--- config.mk ---
export PLATFORM = sky130hd
export DESIGN_NAME = enc_pending_arb
export DESIGN_NICKNAME = d
export VERILOG_FILES = /design/src/rtl/enc_pending_arb.sv
export SDC_FILE = /design/constraint.sdc
export NUM_CORES = 1
export LEC_CHECK = 0
export CORE_AREA = 2 2 39 41
export CTS_BUF_LIST = sky130_fd_sc_hd__clkbuf_2 sky130_fd_sc_hd__clkbuf_4 sky130_fd_sc_hd__clkbuf_8
export CTS_CLUSTER_DIAMETER = 150
export DETAILED_ROUTE_END_ITERATION = 8
export DIE_AREA = 0 0 41 43
export PLACE_DENSITY_LB_ADDON = 0.2
export SLEW_MARGIN = 40
export SYNTH_ARGS = -nofsm -noshare
export SYNTH_HDL_FRONTEND = slang
export SYNTH_SLANG_ARGS = --single-unit
--- constraint.sdc ---
create_clock -name clk -period 2.5 [get_ports clk]
set_clock_uncertainty 0.1 [all_clocks]
set_input_delay 0.5 -clock clk [delete_from_list [all_inputs] [get_ports clk]]
set_output_delay 0.5 -clock clk [all_outputs]
set_load 0.02 [all_outputs]
--- src/rtl/enc_pending_arb.sv ---
// Sequential priority encoder: sticky pending requests, fixed or round-robin selection,
// index offered downstream over valid/ready and cleared only on accept.
module enc_pending_arb #(
    parameter int unsigned  N       = 8,
    parameter int unsigned  RR_MODE = 0,
    localparam int unsigned W       = $clog2(N)
) (
    input  logic         clk,
    input  logic         rst_n,
    input  logic         EN,
    input  logic [N-1:0] Din,
    input  logic         ready,
    output logic [W-1:0] Y,
    output logic         valid,
    output logic [N-1:0] pending,
    output logic         overflow
);

    logic [N-1:0] pending_q, pending_d;
    logic [W-1:0] ptr_q, ptr_d;
    logic         overflow_q, overflow_d;

    logic [N-1:0] set, clear;
    logic [W-1:0] sel_fix, sel_rr, sel;
    logic         rr_found;
    logic         accept;

    // Fixed priority: the last set bit seen in an upward scan is the highest index.
    always_comb begin
        sel_fix = '0;
        for (int i = 0; i < N; i++) begin
            if (pending_q[i]) begin
                sel_fix = W'(i);
            end
        end
    end

    // Round-robin: first set bit at or above ptr, otherwise first set bit from 0.
    always_comb begin
        sel_rr   = '0;
        rr_found = 1'b0;
        for (int i = 0; i < N; i++) begin
            if (!rr_found && pending_q[i] && (W'(i) >= ptr_q)) begin
                sel_rr   = W'(i);
                rr_found = 1'b1;
            end
        end
        for (int i = 0; i < N; i++) begin
            if (!rr_found && pending_q[i]) begin
                sel_rr   = W'(i);
                rr_found = 1'b1;
            end
        end
    end

    always_comb begin
        sel    = (RR_MODE != 0) ? sel_rr : sel_fix;
        valid  = |pending_q;
        Y      = valid ? sel : '0;
        accept = valid & ready;
        clear  = accept ? (N'(1) << Y) : '0;
        set    = EN ? Din : '0;
    end

    // A set landing on a bit being cleared keeps it pending and is not an overflow.
    always_comb begin
        pending_d  = (pending_q & ~clear) | set;
        overflow_d = |(set & pending_q & ~clear);
        ptr_d      = ptr_q;
        if ((RR_MODE != 0) && accept) begin
            ptr_d = (Y == W'(N - 1)) ? '0 : Y + W'(1);
        end
    end

    always_ff @(posedge clk or negedge rst_n) begin
        if (!rst_n) begin
            pending_q  <= '0;
            ptr_q      <= '0;
            overflow_q <= 1'b0;
        end else begin
            pending_q  <= pending_d;
            ptr_q      <= ptr_d;
            overflow_q <= overflow_d;
        end
    end

    assign pending  = pending_q;
    assign overflow = overflow_q;

endmodule

==> results.md <==
* Status: completed
* Max Clk Rate at 425 MHz
* Maxcap violations at 0
* Synth top area share at 0.447
* P&R area growth vs syn at 65.8%
* Die H at 43 um
* CP endpoint kind: primary output
* Placer congestion estimate at 0.710
* Met1 Wirelength at 551 um
* Initial antenna violation count at 0
* Worst Max-Slew Pin Slew at 0.427 ns
* Cells after Synth at 55
* WHS at 0.432 ns
* Synth unique cells at 24
* Largest net degree at the start of global routing at 10
* Die Wd at 41 um
* LEAKAGE at 0.348 nW
* Number of diodes at 0
* Setup_tns at 0 ns
* Synth area leader: dfrtp_1
* CTS tree: yes
* VDD IR-drop max at 0.276 mV
* Post-DRT Antenna Nets at 0
* DR WL met2 at 754 um
* First-pass DRT Iterations at 5
* Synth top area cells: dfrtp_1 45%, nand2_1 12%, a22o_1 3.5%
* Wire per inst at 13.4 um
* CTS Buffer Depth at 2
* Syn Area/Cell at 9.17 um2
* Sequential area share after synthesis at 0.447
* Layout Utilization at 0.604
* Highest metal used: met4
* Synthesized flop and latch total at 9
* DRT Wirelength at 1.39 mm
* Total clock sinks at 9
* WP data required at 1.90 ns
* Pwr per Cell Area at 523 mW/mm2
* DR WL met3 at 73 um
* Area of the die at 0.00176 mm2
* I/O pin total at 25
* Critical-path top delay cell: or4_4
* Layout cells sized above 1 at 0.182
* DP Worst Slack at 0.00912 ns
* Final setup margin at 0.147 ns
* Leading cell types in the layout, fill and taps excluded: 22 x clkdlybuf4s50_1, 16 x nand2_1, 9 x dfrtp_1
* RSZ-0062 raised after global routing: false
* Post-Synthesis Net Count at 67
* Number of max-slew violations in the final report at 0
* Final setup vio count at 0
* Remaining Overflow, GRT at 0
* Relative slew slack at 0.711
* Final worst path period share at 0.941
* Via count at 551
* Clk slew on worst S/H paths at 0.07 ns
* Nets at 101
* CP cell instances: or4_4 > clkdlybuf4s50_1
* Commonest non-fill, non-tap cell in the layout: clkdlybuf4s50_1
* Final HPWL DP at 1.10 mm
* Remaining DRCs at 0
* Row cnt at 14
* DR vias/cell at 5.30
* Worst Hold Class: input port to async pin
* Starting density of the core at 0.364
* # port buffers at 24
* H-tree levels at 1
* Critical path type: flip-flop to primary output
* First-pass GRT wire length at 2.27 mm
* CTS buffer count at 3
* Startpoint types: flip-flop
* Vias in the first global route at 508
* Non-Filler Cell Area, Final at 836 um2
* Initial drt markers at 13
* CP delay by family, top: simple AND/OR/NAND/NOR gates
* Post-CTS setup repair buffer count at 0
* Placed Area at 805 um2
* Crit path DAT at 1.75 ns
* Final hold violations at 0
* Total global-route track usage at 0.200
* Core area at 0.00138 mm2
* Syn. warnings at 0
* Critical path peak fanout at 2
* CTS root buf: clkbuf_4
* CP Buf/Inv Count at 1
* Minimum clock period at 2.35 ns
* Synth Cell Area at 504 um2
* Worst path max stage delay at 0.55 ns
* Worst-Skew Late Latency at 0.27 ns
## through the flow
stage / power, mW / instances
after global placement: 0.308 / 100
after global routing: 0.463 / 104
after floorplan: 0.230 / 55
final: 0.437 / 104
after detailed placement: 0.310 / 100
after CTS: 0.442 / 104
## power by group
part / total (mW) / switching, mW / internal (mW) / leakage [nW]
sequential: 0.164 / 0.00758 / 0.157 / 0.0894
combinational: 0.141 / 0.0684 / 0.0730 / 0.240
clock: 0.132 / 0.0589 / 0.0727 / 0.0184
## cells by family after synthesis
family / Yosys count / share of synthesized area
and+or+nand+nor: 28 / 0.293
buffers and inverters: 3 / 0.0248
DFF: 9 / 0.447
AOI/OAI and AO/OA: 15 / 0.236
## worst reg2reg max path, cell delays in order, from the launching register on
cell,delay [ns]
dfrtp_1,0.39
buf_4,0.16
or3b_1,0.40
or3_4,0.35
and3_4,0.19
o31ai_2,0.24
o2111ai_1,0.13
## layer usage
| layer | vias to the layer above | track usage |
|---|---|---|
| li1 | 265 | - |
| met1 | 265 | 0.227 |
| met2 | 19 | 0.313 |
| met3 | 2 | 0.0576 |
| met4 | 0 | 0.120 |
| met5 | - | 0 |
## registers in the layout, summed over array words and instances (netlist names)
| signal | flops |
|---|---|
| pending | 8 |
| overflow | 1 |
## final cells by class
cell class | count | area [um2]
repair buffers | 30 | 287
fillers | 139 | 548
inverters | 2 | 7.51
clock buffers | 4 | 30.0
multi-input cells | 43 | 267
flip-flops and latches | 9 | 225
well taps | 16 | 20.0
## cells in the mapped netlist
cell type,number
nand2_1,16
or2_0,1
nor2b_1,2
or3b_1,1
and3_4,1
o21bai_1,2
o31ai_2,1
o41ai_1,1
nand3_1,1
o2111ai_1,1
dfrtp_1,9
o21ai_0,3
inv_1,2
nor3_2,1
or4_4,1
o2bb2ai_1,1
o31ai_1,1
or3_4,1
o22a_1,1
buf_2,1
nor2_1,3
a22o_1,2
a31oi_1,1
a22o_2,1
## worst paths after layout
kind | start | to | slack (ns) | cells past startpoint
max | pending[5] | Y[2] | 0.15 | 2
max in group asynchronous | rst_n | pending[2] | 1.57 | 1
min in group clk | pending[1] | pending[1] | 0.46 | 2
min | rst_n | pending[6] | 0.43 | 1
max reg2reg | pending[7] | overflow | 0.41 | 6
min reg2reg | pending[1] | pending[1] | 0.46 | 2
## what timing repair did
item	4_1_cts	5_1_grt
gates resized for setup	1	1
cloned	0	0
hold buffers	0	0
endpoints found under the hold margin	0	0
setup endpoints to repair	1	1
Power figures use the tool's default switching activity.
